<file path="src/rtl/wb_stage_pkg.sv">
// Shared encodings for the write-back stage: source select, load size and FSM state.
package wb_stage_pkg;

   localparam logic [1:0] WB_SEL_ALU  = 2'd0;
   localparam logic [1:0] WB_SEL_LOAD = 2'd1;
   localparam logic [1:0] WB_SEL_CSR  = 2'd2;
   localparam logic [1:0] WB_SEL_PC4  = 2'd3;

   localparam logic [1:0] LOAD_SIZE_B = 2'd0;
   localparam logic [1:0] LOAD_SIZE_H = 2'd1;
   localparam logic [1:0] LOAD_SIZE_W = 2'd2;
   localparam logic [1:0] LOAD_SIZE_D = 2'd3;

   typedef enum logic {
      StIdle,
      StWaitLoad
   } wb_state_e;

endpackage

</file>
<file path="src/rtl/wb_stage_if.sv">
// MEM/WB handshake bundle: master is the upstream/memory side, slave is the WB stage.
interface wb_stage_if #(
   parameter int unsigned XLEN  = 32,
   parameter int unsigned RF_AW = 5
);
   logic             mem_valid;
   logic             mem_reg_wen;
   logic [RF_AW-1:0] mem_reg_waddr;
   logic [XLEN-1:0]  mem_alu_out;
   logic [XLEN-1:0]  mem_csr_rdata;
   logic [XLEN-1:0]  mem_pc;
   logic [1:0]       mem_wb_sel;
   logic [1:0]       mem_load_size;
   logic             mem_load_unsigned;
   logic             mem_ill_instr;
   logic             dmem_rvalid;
   logic [XLEN-1:0]  dmem_rdata;
   logic             wb_stall;
   logic             wb_reg_wen;
   logic [RF_AW-1:0] wb_reg_waddr;
   logic [XLEN-1:0]  wb_reg_wdata;
   logic             wb_retire;
   logic             wb_ill_instr;

   modport master (
      output mem_valid, mem_reg_wen, mem_reg_waddr, mem_alu_out, mem_csr_rdata, mem_pc,
             mem_wb_sel, mem_load_size, mem_load_unsigned, mem_ill_instr, dmem_rvalid,
             dmem_rdata,
      input  wb_stall, wb_reg_wen, wb_reg_waddr, wb_reg_wdata, wb_retire, wb_ill_instr
   );

   modport slave (
      input  mem_valid, mem_reg_wen, mem_reg_waddr, mem_alu_out, mem_csr_rdata, mem_pc,
             mem_wb_sel, mem_load_size, mem_load_unsigned, mem_ill_instr, dmem_rvalid,
             dmem_rdata,
      output wb_stall, wb_reg_wen, wb_reg_waddr, wb_reg_wdata, wb_retire, wb_ill_instr
   );

endinterface

</file>
<file path="src/rtl/wb_load_align.sv">
// Combinational load lane extraction with sign/zero extension.
module wb_load_align
   import wb_stage_pkg::*;
#(
   parameter int unsigned XLEN = 32
) (
   input  logic [XLEN-1:0] rdata_i,
   input  logic [2:0]      offset_i,
   input  logic [1:0]      size_i,
   input  logic            unsigned_i,
   output logic [XLEN-1:0] result_o
);

   logic [2:0]      byte_off;
   logic [5:0]      shamt;
   logic [XLEN-1:0] shifted;
   logic [XLEN-1:0] keep_mask;
   logic            sign_bit;

   always_comb begin
      byte_off  = offset_i;
      keep_mask = '1;
      sign_bit  = 1'b0;
      // Offsets are rounded down to the access size; MEM has already trapped misalignment.
      unique case (size_i)
         LOAD_SIZE_B: ;
         LOAD_SIZE_H: byte_off[0]   = 1'b0;
         LOAD_SIZE_W: byte_off[1:0] = 2'b00;
         LOAD_SIZE_D: byte_off      = 3'b000;
      endcase
      if (XLEN == 32) byte_off[2] = 1'b0;
      shamt   = {byte_off, 3'b000};
      shifted = rdata_i >> shamt;

      unique case (size_i)
         LOAD_SIZE_B: begin
            keep_mask = XLEN'(8'hFF);
            sign_bit  = shifted[7];
         end
         LOAD_SIZE_H: begin
            keep_mask = XLEN'(16'hFFFF);
            sign_bit  = shifted[15];
         end
         LOAD_SIZE_W: begin
            keep_mask = XLEN'(32'hFFFF_FFFF);
            sign_bit  = shifted[31];
         end
         LOAD_SIZE_D: begin
            // A double on a 32-bit core degrades to a word, which fills the whole datapath.
            keep_mask = '1;
            sign_bit  = shifted[XLEN-1];
         end
      endcase

      result_o = shifted & keep_mask;
      if (!unsigned_i && sign_bit) result_o = result_o | ~keep_mask;
   end

endmodule

</file>
<file path="src/rtl/wb_stage.sv">
// Write-back stage: source select, load alignment, load-wait FSM and registered RF write port.
module wb_stage
   import wb_stage_pkg::*;
#(
   parameter int unsigned XLEN  = 32,
   parameter int unsigned RF_AW = 5
) (
   input logic        clk,
   input logic        rst,
   wb_stage_if.slave  bus
);

   wb_state_e state_q, state_d;

   logic [RF_AW-1:0] ld_waddr_q, ld_waddr_d;
   logic             ld_wen_q, ld_wen_d;
   logic             ld_ill_q, ld_ill_d;
   logic             ld_uns_q, ld_uns_d;
   logic [1:0]       ld_size_q, ld_size_d;
   logic [2:0]       ld_off_q, ld_off_d;

   logic             wb_wen_q, wb_wen_d;
   logic             wb_retire_q, wb_retire_d;
   logic             wb_ill_q, wb_ill_d;
   logic [RF_AW-1:0] wb_waddr_q, wb_waddr_d;
   logic [XLEN-1:0]  wb_wdata_q, wb_wdata_d;

   logic [2:0]       al_off;
   logic [1:0]       al_size;
   logic             al_uns;
   logic [XLEN-1:0]  al_result;
   logic [XLEN-1:0]  src_data;

   logic             stall;
   logic             commit;
   logic             c_wen;
   logic             c_ill;
   logic [RF_AW-1:0] c_waddr;
   logic [XLEN-1:0]  c_wdata;

   // While waiting, the aligner works from the latched request, not the held MEM entry.
   always_comb begin
      al_off  = bus.mem_alu_out[2:0];
      al_size = bus.mem_load_size;
      al_uns  = bus.mem_load_unsigned;
      if (state_q == StWaitLoad) begin
         al_off  = ld_off_q;
         al_size = ld_size_q;
         al_uns  = ld_uns_q;
      end
   end

   wb_load_align #(
      .XLEN (XLEN)
   ) u_load_align (
      .rdata_i    (bus.dmem_rdata),
      .offset_i   (al_off),
      .size_i     (al_size),
      .unsigned_i (al_uns),
      .result_o   (al_result)
   );

   always_comb begin
      src_data = bus.mem_alu_out;
      unique case (bus.mem_wb_sel)
         WB_SEL_ALU:  src_data = bus.mem_alu_out;
         WB_SEL_LOAD: src_data = al_result;
         WB_SEL_CSR:  src_data = bus.mem_csr_rdata;
         WB_SEL_PC4:  src_data = bus.mem_pc + XLEN'(4);
      endcase
   end

   always_comb begin
      state_d    = state_q;
      ld_waddr_d = ld_waddr_q;
      ld_wen_d   = ld_wen_q;
      ld_ill_d   = ld_ill_q;
      ld_uns_d   = ld_uns_q;
      ld_size_d  = ld_size_q;
      ld_off_d   = ld_off_q;
      stall      = 1'b0;
      commit     = 1'b0;
      c_wen      = bus.mem_reg_wen;
      c_ill      = bus.mem_ill_instr;
      c_waddr    = bus.mem_reg_waddr;
      c_wdata    = src_data;
      unique case (state_q)
         StIdle: begin
            if (bus.mem_valid) begin
               if (bus.mem_wb_sel == WB_SEL_LOAD && !bus.dmem_rvalid) begin
                  stall      = 1'b1;
                  state_d    = StWaitLoad;
                  ld_waddr_d = bus.mem_reg_waddr;
                  ld_wen_d   = bus.mem_reg_wen;
                  ld_ill_d   = bus.mem_ill_instr;
                  ld_uns_d   = bus.mem_load_unsigned;
                  ld_size_d  = bus.mem_load_size;
                  ld_off_d   = bus.mem_alu_out[2:0];
               end else begin
                  commit = 1'b1;
               end
            end
         end
         StWaitLoad: begin
            c_wen   = ld_wen_q;
            c_ill   = ld_ill_q;
            c_waddr = ld_waddr_q;
            c_wdata = al_result;
            if (bus.dmem_rvalid) begin
               commit  = 1'b1;
               state_d = StIdle;
            end else begin
               stall = 1'b1;
            end
         end
      endcase
   end

   always_comb begin
      wb_wen_d    = commit & c_wen & (c_waddr != '0) & ~c_ill;
      wb_retire_d = commit;
      wb_ill_d    = commit & c_ill;
      wb_waddr_d  = commit ? c_waddr : wb_waddr_q;
      wb_wdata_d  = commit ? c_wdata : wb_wdata_q;
   end

   always_ff @(posedge clk) begin
      if (rst) begin
         state_q     <= StIdle;
         ld_waddr_q  <= '0;
         ld_wen_q    <= 1'b0;
         ld_ill_q    <= 1'b0;
         ld_uns_q    <= 1'b0;
         ld_size_q   <= '0;
         ld_off_q    <= '0;
         wb_wen_q    <= 1'b0;
         wb_retire_q <= 1'b0;
         wb_ill_q    <= 1'b0;
         wb_waddr_q  <= '0;
         wb_wdata_q  <= '0;
      end else begin
         state_q     <= state_d;
         ld_waddr_q  <= ld_waddr_d;
         ld_wen_q    <= ld_wen_d;
         ld_ill_q    <= ld_ill_d;
         ld_uns_q    <= ld_uns_d;
         ld_size_q   <= ld_size_d;
         ld_off_q    <= ld_off_d;
         wb_wen_q    <= wb_wen_d;
         wb_retire_q <= wb_retire_d;
         wb_ill_q    <= wb_ill_d;
         wb_waddr_q  <= wb_waddr_d;
         wb_wdata_q  <= wb_wdata_d;
      end
   end

   assign bus.wb_stall     = stall;
   assign bus.wb_reg_wen   = wb_wen_q;
   assign bus.wb_retire    = wb_retire_q;
   assign bus.wb_ill_instr = wb_ill_q;
   assign bus.wb_reg_waddr = wb_waddr_q;
   assign bus.wb_reg_wdata = wb_wdata_q;

endmodule

</file>
<file path="src/flat_wrapper.sv">
// flat-port wrapper written by rule: the top's interface ports become plain ports
module wb_stage_flat import wb_stage_pkg::*;
#(
   parameter int unsigned XLEN  = 32,
   parameter int unsigned RF_AW = 5
)
  (clk, rst, bus_mem_valid, bus_mem_reg_wen, bus_mem_reg_waddr, bus_mem_alu_out, bus_mem_csr_rdata, bus_mem_pc, bus_mem_wb_sel, bus_mem_load_size, bus_mem_load_unsigned, bus_mem_ill_instr, bus_dmem_rvalid, bus_dmem_rdata, bus_wb_stall, bus_wb_reg_wen, bus_wb_reg_waddr, bus_wb_reg_wdata, bus_wb_retire, bus_wb_ill_instr);
  wb_stage_if #(.XLEN(XLEN), .RF_AW(RF_AW)) bus_i ();
  input logic clk;
  input logic rst;
  input wire logic [$bits(bus_i.mem_valid)-1:0] bus_mem_valid;
  input wire logic [$bits(bus_i.mem_reg_wen)-1:0] bus_mem_reg_wen;
  input wire logic [$bits(bus_i.mem_reg_waddr)-1:0] bus_mem_reg_waddr;
  input wire logic [$bits(bus_i.mem_alu_out)-1:0] bus_mem_alu_out;
  input wire logic [$bits(bus_i.mem_csr_rdata)-1:0] bus_mem_csr_rdata;
  input wire logic [$bits(bus_i.mem_pc)-1:0] bus_mem_pc;
  input wire logic [$bits(bus_i.mem_wb_sel)-1:0] bus_mem_wb_sel;
  input wire logic [$bits(bus_i.mem_load_size)-1:0] bus_mem_load_size;
  input wire logic [$bits(bus_i.mem_load_unsigned)-1:0] bus_mem_load_unsigned;
  input wire logic [$bits(bus_i.mem_ill_instr)-1:0] bus_mem_ill_instr;
  input wire logic [$bits(bus_i.dmem_rvalid)-1:0] bus_dmem_rvalid;
  input wire logic [$bits(bus_i.dmem_rdata)-1:0] bus_dmem_rdata;
  output wire logic [$bits(bus_i.wb_stall)-1:0] bus_wb_stall;
  output wire logic [$bits(bus_i.wb_reg_wen)-1:0] bus_wb_reg_wen;
  output wire logic [$bits(bus_i.wb_reg_waddr)-1:0] bus_wb_reg_waddr;
  output wire logic [$bits(bus_i.wb_reg_wdata)-1:0] bus_wb_reg_wdata;
  output wire logic [$bits(bus_i.wb_retire)-1:0] bus_wb_retire;
  output wire logic [$bits(bus_i.wb_ill_instr)-1:0] bus_wb_ill_instr;
  assign bus_i.mem_valid = bus_mem_valid;
  assign bus_i.mem_reg_wen = bus_mem_reg_wen;
  assign bus_i.mem_reg_waddr = bus_mem_reg_waddr;
  assign bus_i.mem_alu_out = bus_mem_alu_out;
  assign bus_i.mem_csr_rdata = bus_mem_csr_rdata;
  assign bus_i.mem_pc = bus_mem_pc;
  assign bus_i.mem_wb_sel = bus_mem_wb_sel;
  assign bus_i.mem_load_size = bus_mem_load_size;
  assign bus_i.mem_load_unsigned = bus_mem_load_unsigned;
  assign bus_i.mem_ill_instr = bus_mem_ill_instr;
  assign bus_i.dmem_rvalid = bus_dmem_rvalid;
  assign bus_i.dmem_rdata = bus_dmem_rdata;
  assign bus_wb_stall = bus_i.wb_stall;
  assign bus_wb_reg_wen = bus_i.wb_reg_wen;
  assign bus_wb_reg_waddr = bus_i.wb_reg_waddr;
  assign bus_wb_reg_wdata = bus_i.wb_reg_wdata;
  assign bus_wb_retire = bus_i.wb_retire;
  assign bus_wb_ill_instr = bus_i.wb_ill_instr;
  wb_stage #(.XLEN(XLEN), .RF_AW(RF_AW)) u_core (.clk(clk), .rst(rst), .bus(bus_i));
endmodule
</file>
<file path="config.mk">
export PLATFORM = sky130hd
export DESIGN_NAME = wb_stage_flat
export DESIGN_NICKNAME = d
export VERILOG_FILES = /design/src/rtl/wb_stage_pkg.sv /design/src/rtl/wb_stage_if.sv /design/src/rtl/wb_load_align.sv /design/src/rtl/wb_stage.sv /design/src/flat_wrapper.sv
export SDC_FILE = /design/constraint.sdc
export NUM_CORES = 1
export LEC_CHECK = 0
export CAP_MARGIN = 20
export CORE_UTILIZATION = 40
export CTS_CLUSTER_DIAMETER = 60
export DETAILED_ROUTE_END_ITERATION = 8
export GPL_TIMING_DRIVEN = 1
export PLACE_DENSITY_LB_ADDON = 0.05
export REMOVE_ABC_BUFFERS = 1
export SLEW_MARGIN = 10
export SYNTH_ARGS = -nofsm -noshare
export SYNTH_HDL_FRONTEND = slang
export SYNTH_SLANG_ARGS = --single-unit
</file>
<file path="constraint.sdc">
create_clock -name clk -period 2.45 [get_ports clk]
set_input_delay 0.49 -clock clk [delete_from_list [all_inputs] [get_ports clk]]
set_output_delay 0.49 -clock clk [all_outputs]
set_load 0.03 [all_outputs]
</file>
Word level (Yosys, flattened, before mapping). Cells that the tools add are included.

Output and inout port bits: 41. Register bits: 53.

Equality and inequality tests: 6. Shift-type cells: 1. $add $sub $neg: 1. Reduce and logical (&&, ||, !) cells: 10. Bitwise gates (word level): 9. Mux-type cells: 21.

Operators with widths (number): $pmux W32 S4 (1); $pmux W32 S3 (1); $mux W32 (2); $add A32 B3 Y32 const B (1); $and A32 B32 Y32 (1); $not A32 Y32 (1); $or A32 B32 Y32 (1); $shr A32 B5 Y32 (1); $mux W1 (11); $eq A2 B2 Y1 const B (4); $mux W5 (1); $reduce_bool A5 Y1 (1); $and A1 B1 Y1 (4); $eq A2 B1 Y1 const B (2); $logic_not A2 Y1 (2); $mux W2 (2); $pmux W1 S2 (2); $pmux W1 S3 (1); $reduce_and A3 Y1 (1); $reduce_or A3 Y1 (1); $logic_and A1 B1 Y1 (2); $logic_not A1 Y1 (2); $not A1 Y1 (2); $reduce_or A2 Y1 (1).

Logic depth before layout (Yosys ltp).
Depth after elaboration: 10. Gate-level depth with buffers: 8. Mapped depth without buffers: 7.

Hierarchy. From an unflattened synthesis, not the netlist that was laid out.

Cells, all modules: 586. Area total of the unflattened synthesis: 4381.7 sq um.

Modules (own cells, without submodules): wb_stage (cells an instance 479, area an instance 3689.8 sq um, times used 1, seq. area each 1081.0 sq um); wb_load_align (cells an instance 107, area an instance 691.9 sq um, times used 1, seq. area each 0.0 sq um).

Least setup slack after synthesis. OpenSTA, ideal clock, no wires.

Kind: input -> output. From: in bus_mem_wb_sel[1]. To: out bus_wb_stall. Data arrival time: 1683 ps. Stages on the path: 6. Buffers on the path: 3. Slack: 277 ps. Cells stage by stage: clkbuf_1 nor3b_1 nand2b_1 clkbuf_1 buf_2 nand2_1.

Longest elaborated chain between the ends: 5.

RTL lines: from (decl) (line flat_wrapper.sv:17) `input wire logic [$bits(bus_i.mem_wb_sel)-1:0] bus_mem_wb_sel;`; $eq A2 B1 Y1 (line wb_stage.sv:90) `if (bus.mem_wb_sel == WB_SEL_LOAD && !bus.dmem_rvalid) begin`; $logic_and A1 B1 Y1 (line wb_stage.sv:90); $mux W1 (line wb_stage.sv:90); $mux W1 (line wb_stage.sv:89) `if (bus.mem_valid) begin`; $pmux W1 S2 (line wb_stage.sv:87) `unique case (state_q)`; to (decl) (line flat_wrapper.sv:23) `output wire logic [$bits(bus_i.wb_stall)-1:0] bus_wb_stall;`.

No other way between the ends.

Worst setup path after layout.
From: in bus_mem_pc[2]. To: reg u_core.wb_wdata_q[26] (netlist: u_core.bus.wb_reg_wdata[26]).

Longest elaborated chain between the ends: 3.

RTL lines: from (decl) (line flat_wrapper.sv:16) `input wire logic [$bits(bus_i.mem_pc)-1:0] bus_mem_pc;`; $add A32 B3 Y32 (line wb_stage.sv:69) `WB_SEL_PC4: src_data = bus.mem_pc + XLEN'(4);`; $pmux W32 S4 (line wb_stage.sv:65) `unique case (bus.mem_wb_sel)`; $mux W32 (line wb_stage.sv:87); to (signal assigned) (line wb_stage.sv:153) `wb_wdata_q <= wb_wdata_d;`; to (decl) (line wb_stage.sv:26) `logic [XLEN-1:0] wb_wdata_q, wb_wdata_d;`.

No other way between the ends. A chain may end at the register's enable or synchronous reset.

==> impl_metrics.prom <==
# TYPE chip_impl_metric gauge
chip_impl_info{name="status",value="finished clean"} 1
chip_impl_metric{name="floorplan.initialDensity",unit="%"} 41.7
chip_impl_metric{name="layout_worst_path_cycle_share",unit="%"} 96.2
chip_impl_metric{name="static-leakage-power",unit="nW"} 2.94
chip_impl_metric{name="count_of_cell_types_in_the_netlist",unit=""} 68
chip_impl_metric{name="num_io_pins",unit=""} 185
chip_impl_metric{name="via_count_of_the_first_global_routing_pass",unit=""} 5470
chip_impl_metric{name="finalClockSkew",unit="ps"} 3.85
chip_impl_metric{name="max-vdd-ir-drop",unit="mV"} 0.352
chip_impl_metric{name="fin_crit",unit="ps"} 2360
chip_impl_info{name="cts.root.buffer_cell",value="clkbuf_8"} 1
chip_impl_metric{name="dpl-instance-area",unit="sq mm"} 0.00691
chip_impl_info{name="tritoncts_clock_tree",value="done"} 1
chip_impl_metric{name="p_int",unit="mW"} 1.71
chip_impl_metric{name="share_seq_of_total_power",unit="%"} 36.2
chip_impl_metric{name="clkPwrFrac",unit="%"} 20.1
chip_impl_metric{name="crit_path_max_fanout",unit=""} 4
chip_impl_info{name="synth_area_leader_cell",value="dfxtp_1"} 1
chip_impl_metric{name="powerDensity",unit="mW/mm^2"} 378
chip_impl_metric{name="syn_inst",unit=""} 566
chip_impl_info{name="yosys.cell_count.top_type",value="nor2_1"} 1
chip_impl_metric{name="n_antenna_cell",unit=""} 0
chip_impl_metric{name="netlist_area",unit="sq mm"} 0.00437
chip_impl_metric{name="die_width",unit="um"} 107
chip_impl_metric{name="fin_area",unit="sq mm"} 0.00707
chip_impl_info{name="worstSetupPathType",value="primary input to register"} 1
chip_impl_metric{name="mean_area_per_synthesized_cell",unit="sq um"} 7.72
chip_impl_info{name="hold_path.class",value="register to register"} 1
chip_impl_metric{name="worst_ep_arrival_time",unit="ps"} 2610
chip_impl_metric{name="worst_ep_required_time",unit="ps"} 2710
chip_impl_metric{name="floorplan.core_area",unit="sq mm"} 0.0105
chip_impl_metric{name="synth_enable_flop_cells",unit=""} 0
chip_impl_metric{name="total_via_count_after_detailed_routing",unit=""} 5521
chip_impl_metric{name="setup-violations-final",unit=""} 0
chip_impl_metric{name="vias_per_cell",unit=""} 5.83
chip_impl_metric{name="maxCapViolations",unit=""} 0
chip_impl_metric{name="p_comb_share",unit="%"} 43.7
chip_impl_metric{name="maxSlewViolCount",unit=""} 0
chip_impl_info{name="unrepaired_setup_endpoints_after_global_routing",value="no"} 1
chip_impl_metric{name="cts_htree_levels",unit=""} 2
chip_impl_metric{name="die-area",unit="sq mm"} 0.0113
chip_impl_metric{name="dpl.hpwl",unit="um"} 14500
chip_impl_metric{name="die_h",unit="um"} 107
chip_impl_metric{name="port-buffer-count",unit=""} 184
chip_impl_metric{name="max_freq",unit="MHz"} 424
chip_impl_metric{name="synth-seq-area-share",unit="%"} 24.3
chip_impl_metric{name="route.antenna.remaining_nets",unit=""} 0
chip_impl_metric{name="worst_skew_pair.late_latency",unit="ps"} 330
chip_impl_metric{name="grtUsageTotal",unit="%"} 32.8
chip_impl_metric{name="wl_per_cell",unit="um"} 19.8
chip_impl_metric{name="timing_worst_slew_pin_value",unit="ps"} 442
chip_impl_metric{name="ctsHoldBuffers",unit=""} 0
chip_impl_metric{name="post_synthesis_sequential_element_count",unit=""} 53
chip_impl_metric{name="drt_first_pass_iters",unit=""} 5
chip_impl_metric{name="synth_top_area_share",unit="%"} 24.3
chip_impl_metric{name="num_rows",unit=""} 37
chip_impl_metric{name="wirelength",unit="um"} 18800
chip_impl_metric{name="grt_antenna_before_repair",unit=""} 0
chip_impl_metric{name="async_reset_ff_share",unit="%"} 0
chip_impl_metric{name="clk_pin_slew_worst_paths",unit="ps"} 100
chip_impl_metric{name="finish.cell_count_without_fillers",unit=""} 947
chip_impl_metric{name="worst_slew_margin_rel",unit="%"} 70.5
chip_impl_metric{name="final_nets",unit=""} 955
chip_impl_info{name="cp-start-kind",value="primary input"} 1
chip_impl_metric{name="power_switching",unit="mW"} 0.958
chip_impl_metric{name="remaining_drc_errors",unit=""} 0
chip_impl_metric{name="area_growth",unit="%"} 61.9
chip_impl_metric{name="report.final.hold_viol_count",unit=""} 0
chip_impl_metric{name="grt_first_pass_wirelength",unit="um"} 28700
chip_impl_info{name="worstSetupEndpointType",value="register"} 1
chip_impl_metric{name="synth.yosys.warnings",unit=""} 0
chip_impl_metric{name="grt_start_max_net_pins",unit=""} 42
chip_impl_metric{name="clockBufferDepth",unit=""} 2
chip_impl_info{name="ys_top_cells_by_count",value="81 x nor2_1, 71 x mux2i_1, 53 x dfxtp_1"} 1
chip_impl_metric{name="first_iter_violations",unit=""} 413
chip_impl_info{name="synth_top_flop_cell",value="dfxtp_1"} 1
chip_impl_metric{name="drive_gt1_share",unit="%"} 15.9
chip_impl_metric{name="gp_congestion",unit=""} 0.896
chip_impl_info{name="synth_top_area_cells",value="dfxtp_1 24%, mux2i_1 16%, nor2_1 7.0%"} 1
chip_impl_metric{name="numClockSinks",unit=""} 53
chip_impl_metric{name="dpl.cell_count",unit=""} 932
chip_impl_metric{name="grt_overflow",unit=""} 0
chip_impl_metric{name="power.switching_fraction",unit="%"} 35.9
chip_impl_metric{name="cts_buffers",unit=""} 5
==> what timing repair did <==
item / in CTS / in global routing
gates cloned: 1 / 0
setup endpoints to repair: 11 / 5
gates resized for setup: 2 / 1
pin swaps: 1 / 3
setup buffers: 3 / 3
==> worst max-delay path, cell delays in order <==
cell             delay (ps)
clkdlybuf4s50_1         540
ha_1                    230
and4_1                  340
nand3_1                 170
nor4_1                  270
xor2_1                  280
a21oi_1                 120
a21oi_1                 170
==> state kept, by name, summed over array words and instances, names as in the netlist, 2 cells and up <==
name	count
u_core.ld_off_q	2
u_core.bus.wb_reg_waddr	5
u_core.ld_size_q	2
u_core.ld_waddr_q	5
u_core.bus.wb_reg_wdata	32
==> final cells by class <==
cell class	count	area, sq um
well taps	136	170
repair buffers	276	2600
fillers	901	3390
clock buffers	5	68.8
multi-input cells	466	3120
inverters	8	30.0
clock inverters	3	22.5
flip-flops and latches	53	1060
==> path summary, 6_finish.rpt <==
path / startpoint / end / slack, ps / depth (start not counted)
setup / recovery: bus_mem_pc[2] / u_core.bus.wb_reg_wdata[26] / 90 / 8
hold / removal: u_core.bus.wb_reg_wdata[4] / u_core.bus.wb_reg_wdata[4] / 460 / 2
setup reg to reg: u_core.ld_size_q[1] / u_core.bus.wb_reg_wdata[21] / 270 / 7
hold reg to reg: u_core.bus.wb_reg_wdata[4] / u_core.bus.wb_reg_wdata[4] / 460 / 2
==> cells by family after synthesis <==
kind of cell             share of synthesized area (%)
AO/OA/AOI/OAI                                     23.9
AND/OR/NAND/NOR                                   23.7
XOR/XNOR                                          5.01
multiplexers                                      17.9
flip-flops                                        24.3
buffers and inverters                             4.90
adder cells (fa/ha/maj)                          0.286
==> stage by stage <==
stage          TNS (ps)  util [%]  setup slack, ps  power [mW]  hold WS (ps)
5_1_grt               0      67.6             16.1        2.78           477
6_report              0      67.6             94.1        2.67           459
3_3_place_gp      -5270      66.1             -275        2.10           432
2_1_floorplan    -55390         -            -1910        1.46           456
4_1_cts               0      67.4             5.79        2.66           460
3_5_place_dp      -9000      66.1             -421        2.12           446
==> routing by layer <==
layer  GRT usage (%)  share of wire [%]  vias to the layer above
li1                -                  -                     2587
met1            41.1                 40                     2574
met2            54.0                 46                      311
met3            6.87                9.3                       49
met4            14.9                4.1                        0
met5               0                  0                        -
==> placed cells by master (no fill, tap or decap), types with 5 or more instances in the layout <==
master / n
xnor2_1: 12
nand2_1: 26
nor2b_1: 10
buf_12: 6
buf_4: 87
nor3_1: 19
o21ai_0: 38
a21oi_1: 44
nor2_1: 80
xor2_1: 13
nand3_1: 17
nand4_1: 10
o21ai_1: 6
inv_1: 8
nand2b_1: 7
dfxtp_1: 52
a211oi_1: 20
mux2i_1: 71
clkdlybuf4s50_1: 180
o31ai_1: 6
clkbuf_8: 5
==> power by group through the flow <==
stage	logic, mW	registers [mW]	clock network [mW]
floorplan	0.363	1.09	0
global placement	1.12	0.984	0
detailed placement	1.13	0.985	0
CTS	1.15	0.966	0.538
global route	1.24	0.973	0.574
finish	1.17	0.967	0.538
(Power assumes the default switching activity.)
